## config.mk

```make
export PLATFORM = sky130hd
export DESIGN_NAME = dcounter_bank
export DESIGN_NICKNAME = d
export VERILOG_FILES = /design/src/rtl/dcounter_pkg.sv /design/src/rtl/dcounter_cell.sv /design/src/rtl/dcounter_bank.sv
export SDC_FILE = /design/constraint.sdc
export NUM_CORES = 1
export LEC_CHECK = 0
export CAP_MARGIN = 20
export CORE_MARGIN = 1.5
export CORE_UTILIZATION = 35
export CTS_BUF_LIST = sky130_fd_sc_hd__clkbuf_8 sky130_fd_sc_hd__clkbuf_16
export CTS_CLUSTER_DIAMETER = 30
export CTS_CLUSTER_SIZE = 8
export DETAILED_ROUTE_END_ITERATION = 6
export SETUP_SLACK_MARGIN = 0.02
export SLEW_MARGIN = 10
export SYNTH_ARGS = -nofsm -noshare
export SYNTH_HDL_FRONTEND = slang
export SYNTH_SLANG_ARGS = --single-unit
```

## constraint.sdc

```tcl
create_clock -name clock -period 4.1 [get_ports clock]
set_input_delay 1.025 -clock clock [delete_from_list [all_inputs] [get_ports clock]]
set_output_delay 1.025 -clock clock [all_outputs]
set_load 0.03 [all_outputs]
```

## src/rtl/dcounter_pkg.sv

```systemverilog
// Shared definitions for the dcounter bank: boundary-mode encodings and
// a helper that yields the all-ones value for a given counter width.
package dcounter_pkg;

   typedef enum logic [1:0] {
      MODE_WRAP   = 2'd0,
      MODE_SAT    = 2'd1,
      MODE_RELOAD = 2'd2
   } mode_e;

   // Widest counter the all-ones helper can describe.
   localparam int unsigned MAX_WIDTH = 64;

   // All-ones value for a counter of the given width, right-aligned.
   function automatic logic [MAX_WIDTH-1:0] all_ones(input int unsigned width);
      logic [MAX_WIDTH-1:0] v;
      v = {MAX_WIDTH{1'b0}};
      for (int unsigned i = 0; i < MAX_WIDTH; i++) begin
         if (i < width) begin
            v[i] = 1'b1;
         end else begin
            v[i] = 1'b0;
         end
      end
      return v;
   endfunction

endpackage

```

## src/rtl/dcounter_cell.sv

```systemverilog
// One counter channel: count, reload and terminal-count registers.
// Priority at each edge is clr > load > en. A boundary event (en with the
// count at the limit for the current direction) is resolved by MODE.
module dcounter_cell
   import dcounter_pkg::*;
#(
   parameter int WIDTH = 16,
   parameter int MODE  = 0
) (
   input  logic             clock,
   input  logic             rst_n,
   input  logic             en,
   input  logic             up,
   input  logic             clr,
   input  logic             load,
   input  logic [WIDTH-1:0] load_val,
   output logic [WIDTH-1:0] count,
   output logic             tc
);

   localparam logic [WIDTH-1:0] ZERO     = {WIDTH{1'b0}};
   localparam logic [WIDTH-1:0] ONE      = {{(WIDTH-1){1'b0}}, 1'b1};
   localparam logic [WIDTH-1:0] ALL_ONES = WIDTH'(all_ones(WIDTH));
   localparam logic [1:0]       MODE_BITS = MODE[1:0];
   localparam mode_e            MODE_SEL  = mode_e'(MODE_BITS);

   logic [WIDTH-1:0] count_r;
   logic [WIDTH-1:0] reload_r;
   logic             tc_r;

   logic             at_boundary_s;
   logic [WIDTH-1:0] boundary_val_s;
   logic [WIDTH-1:0] count_nxt_s;
   logic [WIDTH-1:0] reload_nxt_s;
   logic             tc_nxt_s;

   // Detect that the next enabled step would leave the counter's range.
   always_comb begin
      at_boundary_s = 1'b0;
      if (up) begin
         at_boundary_s = (count_r == ALL_ONES);
      end else begin
         at_boundary_s = (count_r == ZERO);
      end
   end

   // Value taken on a boundary event, chosen by the bank-wide mode.
   always_comb begin
      boundary_val_s = count_r;
      case (MODE_SEL)
         MODE_WRAP: begin
            if (up) begin
               boundary_val_s = ZERO;
            end else begin
               boundary_val_s = ALL_ONES;
            end
         end
         MODE_SAT: begin
            boundary_val_s = count_r;
         end
         MODE_RELOAD: begin
            if (up) begin
               boundary_val_s = ZERO;
            end else begin
               boundary_val_s = reload_r;
            end
         end
         default: begin
            if (up) begin
               boundary_val_s = ZERO;
            end else begin
               boundary_val_s = ALL_ONES;
            end
         end
      endcase
   end

   // Next-state selection with clr > load > en priority.
   always_comb begin
      count_nxt_s  = count_r;
      reload_nxt_s = reload_r;
      tc_nxt_s     = 1'b0;
      if (clr) begin
         count_nxt_s = ZERO;
      end else if (load) begin
         count_nxt_s  = load_val;
         reload_nxt_s = load_val;
      end else if (en) begin
         if (at_boundary_s) begin
            count_nxt_s = boundary_val_s;
            tc_nxt_s    = 1'b1;
         end else if (up) begin
            count_nxt_s = count_r + ONE;
         end else begin
            count_nxt_s = count_r - ONE;
         end
      end else begin
         count_nxt_s = count_r;
      end
   end

   // State registers; asynchronous reset clears everything including tc.
   always_ff @(posedge clock or negedge rst_n) begin
      if (!rst_n) begin
         count_r  <= ZERO;
         reload_r <= ZERO;
         tc_r     <= 1'b0;
      end else begin
         count_r  <= count_nxt_s;
         reload_r <= reload_nxt_s;
         tc_r     <= tc_nxt_s;
      end
   end

   assign count = count_r;
   assign tc    = tc_r;

endmodule

```

## src/rtl/dcounter_bank.sv

```systemverilog
// Bank of CHANNELS independent WIDTH-bit counters sharing one clock and
// one boundary mode. Flat buses pack channel i at [i*WIDTH +: WIDTH].
module dcounter_bank
   import dcounter_pkg::*;
#(
   parameter int WIDTH    = 16,
   parameter int CHANNELS = 4,
   parameter int MODE     = 0
) (
   input  logic                      clock,
   input  logic                      rst_n,
   input  logic [CHANNELS-1:0]       en,
   input  logic [CHANNELS-1:0]       up,
   input  logic [CHANNELS-1:0]       clr,
   input  logic [CHANNELS-1:0]       load,
   input  logic [CHANNELS*WIDTH-1:0] load_val,
   output logic [CHANNELS*WIDTH-1:0] d_out,
   output logic [CHANNELS-1:0]       zero,
   output logic [CHANNELS-1:0]       tc
);

   localparam logic [WIDTH-1:0] ZERO = {WIDTH{1'b0}};

   for (genvar i = 0; i < CHANNELS; i++) begin : g_ch
      dcounter_cell #(
         .WIDTH (WIDTH),
         .MODE  (MODE)
      ) u_cell (
         .clock    (clock),
         .rst_n    (rst_n),
         .en       (en[i]),
         .up       (up[i]),
         .clr      (clr[i]),
         .load     (load[i]),
         .load_val (load_val[i*WIDTH +: WIDTH]),
         .count    (d_out[i*WIDTH +: WIDTH]),
         .tc       (tc[i])
      );

      // zero follows the registered count without an extra cycle.
      assign zero[i] = (d_out[i*WIDTH +: WIDTH] == ZERO);
   end

endmodule

```

==> results_dict.tcl, run 1 <==
set metrics [dict create \
    initial_core_util_pct 36.11 \
    p_per_area_nw_per_um2 316.7 \
    die-area_um2 20340 \
    fin_setup_tns_ps 0 \
    r2r_cells 8 \
    via_per_inst 5.719 \
    clockRootBuffer "clkbuf_16" \
    portBuffers 153 \
    postCtsHoldBufs 0 \
    maxSlewHeadroom_pct 43.57 \
    wl_mm 21.87 \
    worst_pin_slew_ps 846.5 \
    crit_arrival_ps 3800 \
    grt_pass1_wl_mm 35.60 \
    htreeDepth 3 \
    grt_use_total_pct 21.87 \
    yosys_warnings 0 \
    numCtsBuffers 9 \
    period_share_pct 87.81 \
    yosysUniqueCellTypes 74 \
    r2r_start "g_ch[2].u_cell.count[0]" \
    maxCapViolCount 0 \
    area_growth_pct 32.31 \
    clockBufferDepth 2 \
    grt_max_degree 60 \
    cts_setup_buffers 0 \
    clk_latency_ps 340 \
    hold_depth 2 \
    fin_crit_ps 3600 \
    post_cts_resize_count 0 \
    ant_nets 0 \
    maxSlewViolCount 0 \
    fin_hold_ws_ps 673.3 \
    finalSetupViolCount 0 \
    hp-class "reg -> reg" \
    coreArea_um2 18890 \
    holdPathEnd "g_ch[3].u_cell.count[9]" \
    rows 50 \
    gp_congestion 0.9452 \
    layout-drive-gt1-share_pct 6.269 \
    power_leakage_nw 3.764 \
    vias 7235 \
    fmaxAchievable_mhz 277.8 \
    cp-end-kind "flop" \
    synthArstFlopShare_pct 100.0 \
    most-common-layout-cells "152 x clkdlybuf4s50_1, 118 x a21oi_1, 68 x dfrtp_1" \
    syn_avg_cell_area_um2 8.017 \
    synth.net_count 993 \
    rsz0062_at_grt "no" \
    ys.flop_type "dfrtp_1" \
    synth-edff-count 0 \
    clkSlewWorstSetupHoldPaths_ps 60 \
    grt_pass1_vias 6882 \
    synth_cells 851 \
    start_kind "primary input" \
    io_pins 154 \
    path_class "in -> reg" \
    dpl.hpwl_mm 16.09 \
    drc 0 \
    wl_per_cell_um 17.29 \
    syn_area_um2 6823 \
    status "complete, no violations" \
    antenna_found_initial 0 \
    fin_skew_ps 8.216 \
    cp.required_ps 4300 \
    cts_tree "yes" \
    grt.overflow.total 0 \
    cts.sinks 68 \
    fillers 1917 \
    vdd_ir_drop_max_mv 0.2030 \
    r2r_setup_slack_ps 1490 \
    final_common_cell "clkdlybuf4s50_1" \
    drt_iter0_markers 493 \
    yosys_register_bits 68 \
    first_pass_iters 5 \
    path_max_fanout 12 \
    die-width_um 142.6 \
    r2r_end "g_ch[2].u_cell.count[8]" \
    diodes 0 \
    yosysSeqAreaShare_pct 24.94 \
    hold_violations 0 \
    hp-start "g_ch[3].u_cell.count[9]" \
    final_nets 1142 \
    die_h_um 142.6 \
]
[per-stage QoR]
stage / std cells / power [mW] / util (%) / setup WS (ps) / instance area (µm²)
floorplan: 851 / 1.585 / - / 825.5 / 6823
global placement: 1249 / 1.990 / 46.06 / 197.6 / 8702
finish: 1265 / 2.859 / 47.78 / 499.8 / 9027
detailed placement: 1249 / 1.988 / 46.06 / 192.1 / 8702
global route: 1265 / 3.037 / 47.78 / 268.8 / 9027
CTS: 1265 / 2.886 / 47.78 / 554.0 / 9027
[layout make-up]
| class | count | area, µm² | share of cell area, % |
|---|---|---|---|
| timing repair buffer | 181 | 1739 | 19.27 |
| sequential | 68 | 1702 | 18.85 |
| clock inverter | 7 | 100.1 | 1.109 |
| clock buffer | 9 | 225.2 | 2.495 |
| tap | 260 | 325.3 | 3.604 |
| inverter | 33 | 123.9 | 1.372 |
| multi-input combinational | 707 | 4812 | 53.31 |
[registers in the layout, indices dropped and copies added, names as in the netlist]
signal             flops
g_ch.u_cell.count     64
g_ch.u_cell.tc         4
[worst max-delay path by stage]
stage	start	endpoint
floorplan	up[2]	g_ch[2].u_cell.count[8]
global placement	up[3]	g_ch[3].u_cell.count[13]
detailed placement	up[3]	g_ch[3].u_cell.count[13]
CTS	up[3]	g_ch[3].u_cell.count[13]
global route	up[0]	g_ch[0].u_cell.count[14]
finish	up[3]	g_ch[3].u_cell.count[13]
[report_power, final]
part           total, mW  internal [mW]  switching, mW
Sequential         0.831          0.727          0.104
Combinational       1.16          0.530          0.626
Clock              0.872          0.537          0.335
Total               2.86           1.79           1.06
[cell families after synthesis]
group | after synthesis | synth area share, %
compound gates | 315 | 30.31
xor+xnor | 41 | 5.263
fa+ha+maj | 60 | 11.44
buf+inv | 76 | 4.530
flops | 68 | 24.94
mux | 11 | 1.632
simple gates | 280 | 21.88
[cell usage after synthesis, types with 18 or more instances]
master	n	area, µm²
clkbuf_1	26	97.59
nor3b_1	31	232.7
xnor2_1	22	192.7
nand4_1	23	143.9
nor2_1	59	221.5
o21ai_0	47	235.2
dfrtp_1	68	1702
a21oi_1	118	590.6
nor4_1	22	137.6
a211oi_1	18	135.1
inv_1	32	120.1
nand2_1	57	214.0
o211ai_1	22	165.2
ha_1	56	700.7
xor2_1	19	166.4
a21o_1	22	165.2
nor3_1	27	135.1
[routing by layer]
metal,GRT usage (%),part of all wire [%],vias to the layer above
met5,0,0,-
met4,5.806,1.7,0
met3,4.225,5.7,31
met2,35.16,45,240
met1,29.94,47,3421
li1,-,-,3543
[critical path, cell delays in order]
cell and delay, ps:
clkdlybuf4s50_1 480, inv_1 380, ha_1 360, a21oi_1 270
a2bb2oi_1 190, o21ai_1 150, o221a_2 290, or4_1 390
a21boi_0 170, o22ai_1 90
Note: power is estimated with default switching activity, not from simulation.
==> run 2: changes to the inputs <==
--- a/config.mk
+++ b/config.mk
@@ -12,8 +12,8 @@
 export CTS_CLUSTER_DIAMETER = 30
 export CTS_CLUSTER_SIZE = 8
 export DETAILED_ROUTE_END_ITERATION = 6
+export GPL_TIMING_DRIVEN = 0
 export SETUP_SLACK_MARGIN = 0.02
-export SLEW_MARGIN = 10
 export SYNTH_ARGS = -nofsm -noshare
 export SYNTH_HDL_FRONTEND = slang
 export SYNTH_SLANG_ARGS = --single-unit
==> results_dict.tcl, run 2 (synthesis results as in run 1) <==
set metrics [dict create \
    r2r_setup_slack_ps 1440 \
    grt_use_total_pct 22.74 \
    clockBufferDepth 2 \
    path_max_fanout 17 \
    postCtsHoldBufs 0 \
    fin_crit_ps 3864 \
    die_h_um 142.6 \
    status "complete, no violations" \
    maxSlewHeadroom_pct 38.34 \
    portBuffers 145 \
    grt.overflow.total 0 \
    wl_mm 22.83 \
    vdd_ir_drop_max_mv 0.1842 \
    path_class "in -> reg" \
    r2r_start "g_ch[0].u_cell.count[0]" \
    cp.required_ps 4310 \
    power.total_mw 2.783 \
    cts.sinks 68 \
    clk_latency_ps 340 \
    initial_core_util_pct 36.11 \
    layout-drive-gt1-share_pct 4.249 \
    antenna_found_initial 0 \
    grt_max_degree 42 \
    clkSlewWorstSetupHoldPaths_ps 60 \
    grt_pass1_wl_mm 36.71 \
    diodes 0 \
    hp-class "in -> async" \
    gp_congestion 0.9182 \
    crit_path_end "g_ch[2].u_cell.count[10]" \
    cts_setup_buffers 0 \
    htreeDepth 3 \
    r2r_end "g_ch[0].u_cell.count[14]" \
    grt_pass1_vias 7003 \
    area_growth_pct 30.70 \
    io_pins 154 \
    fin_skew_ps 8.352 \
    crit_arrival_ps 4070 \
    place_ws_ps -72.39 \
    maxSlewViolCount 0 \
    final_common_cell "clkdlybuf4s50_1" \
    ant_nets 0 \
    maxCapViolCount 0 \
    post_cts_resize_count 0 \
    period_share_pct 94.24 \
    dpl.hpwl_mm 16.91 \
    p_per_area_nw_per_um2 312.1 \
    largest_register_ffs 64 \
    finalWorstSetupSlack_ps 236.2 \
    first_pass_iters 5 \
    numCtsBuffers 9 \
    start_kind "primary input" \
    vias 7313 \
    drc 0 \
    fmaxAchievable_mhz 258.8 \
    most-common-layout-cells "144 x clkdlybuf4s50_1, 118 x a21oi_1, 68 x dfrtp_1" \
    via_per_inst 5.749 \
    die-area_um2 20340 \
    coreArea_um2 18890 \
    r2r_cells 8 \
    startpoint "up[2]" \
    final_nets 1150 \
    wl_per_cell_um 17.94 \
    die-width_um 142.6 \
    worst_pin_slew_ps 922.4 \
    rows 50 \
    clockRootBuffer "clkbuf_16" \
    rsz0062_at_grt "no" \
    drt_iter0_markers 461 \
    power_leakage_nw 3.680 \
    finalSetupViolCount 0 \
    cts_tree "yes" \
    hold_violations 0 \
    cp-end-kind "flop" \
]
[run 2: cell types whose count changed in the layout (fill, tap and decap cells not counted), sizes merged]
| cell | previous run | this run |
|---|---|---|
| clkbuf | 9 | 37 |
| clkinvlp | 0 | 2 |
| bufinv | 2 | 1 |
| buf | 29 | 18 |
| clkinv | 5 | 2 |
| clkdlybuf4s50 | 152 | 144 |
[run 2: area by class of cell]
cell class | count | area (µm²)
sequential | 68 | 1702
inverter | 33 | 123.9
fill | 1910 | 9976
buffer | 43 | 185.2
multi-input combinational | 707 | 4812
clock buffer | 10 | 239.0
tap | 260 | 325.3
clock inverter | 5 | 53.80
timing repair buffer | 146 | 1476
[run 2: worst min path at each step]
stage / from / to / cells past startpoint
floorplan: rst_n / g_ch[0].u_cell.count[0] / 0
global placement: g_ch[3].u_cell.count[9] / g_ch[3].u_cell.count[9] / 2
detailed placement: g_ch[3].u_cell.count[12] / g_ch[3].u_cell.count[12] / 2
CTS: rst_n / g_ch[0].u_cell.count[15] / 1
global route: rst_n / g_ch[0].u_cell.count[15] / 1
finish: rst_n / g_ch[0].u_cell.count[15] / 1
[run 2: layer usage]
metal | GRT usage, % | vias up | routed length [µm]
met2 | 36.33 | 232 | 10460
met3 | 3.421 | 32 | 1208
met5 | 0 | - | 0
met1 | 31.43 | 3493 | 10780
met4 | 7.325 | 0 | 387
li1 | - | 3556 | -
[run 2: power by group]
group	switching, mW	total, mW	internal, mW
Sequential	0.102	0.829	0.727
Clock	0.324	0.805	0.482
Combinational	0.634	1.15	0.515
[run 2: critical path: stages]
cell and delay (ps):
clkdlybuf4s50_1 500, inv_1 550, ha_1 400, a21o_1 170
a21oi_1 480, nand2_1 200, a21oi_1 220, nor3_1 60
or4_1 460
[run 2: stage by stage]
stage | std cells | TNS (ps) | hold slack, ps | util (%) | area, µm²
after global placement | 1256 | -54940 | 662.5 | 45.52 | 8600
after detailed placement | 1257 | -355.3 | 671.5 | 45.65 | 8625
after global routing | 1272 | 0 | 645.4 | 47.20 | 8917
after CTS | 1272 | 0 | 629.9 | 47.20 | 8917
after floorplan | 851 | 0 | 729.4 | - | 6823
final | 1272 | 0 | 621.2 | 47.20 | 8917
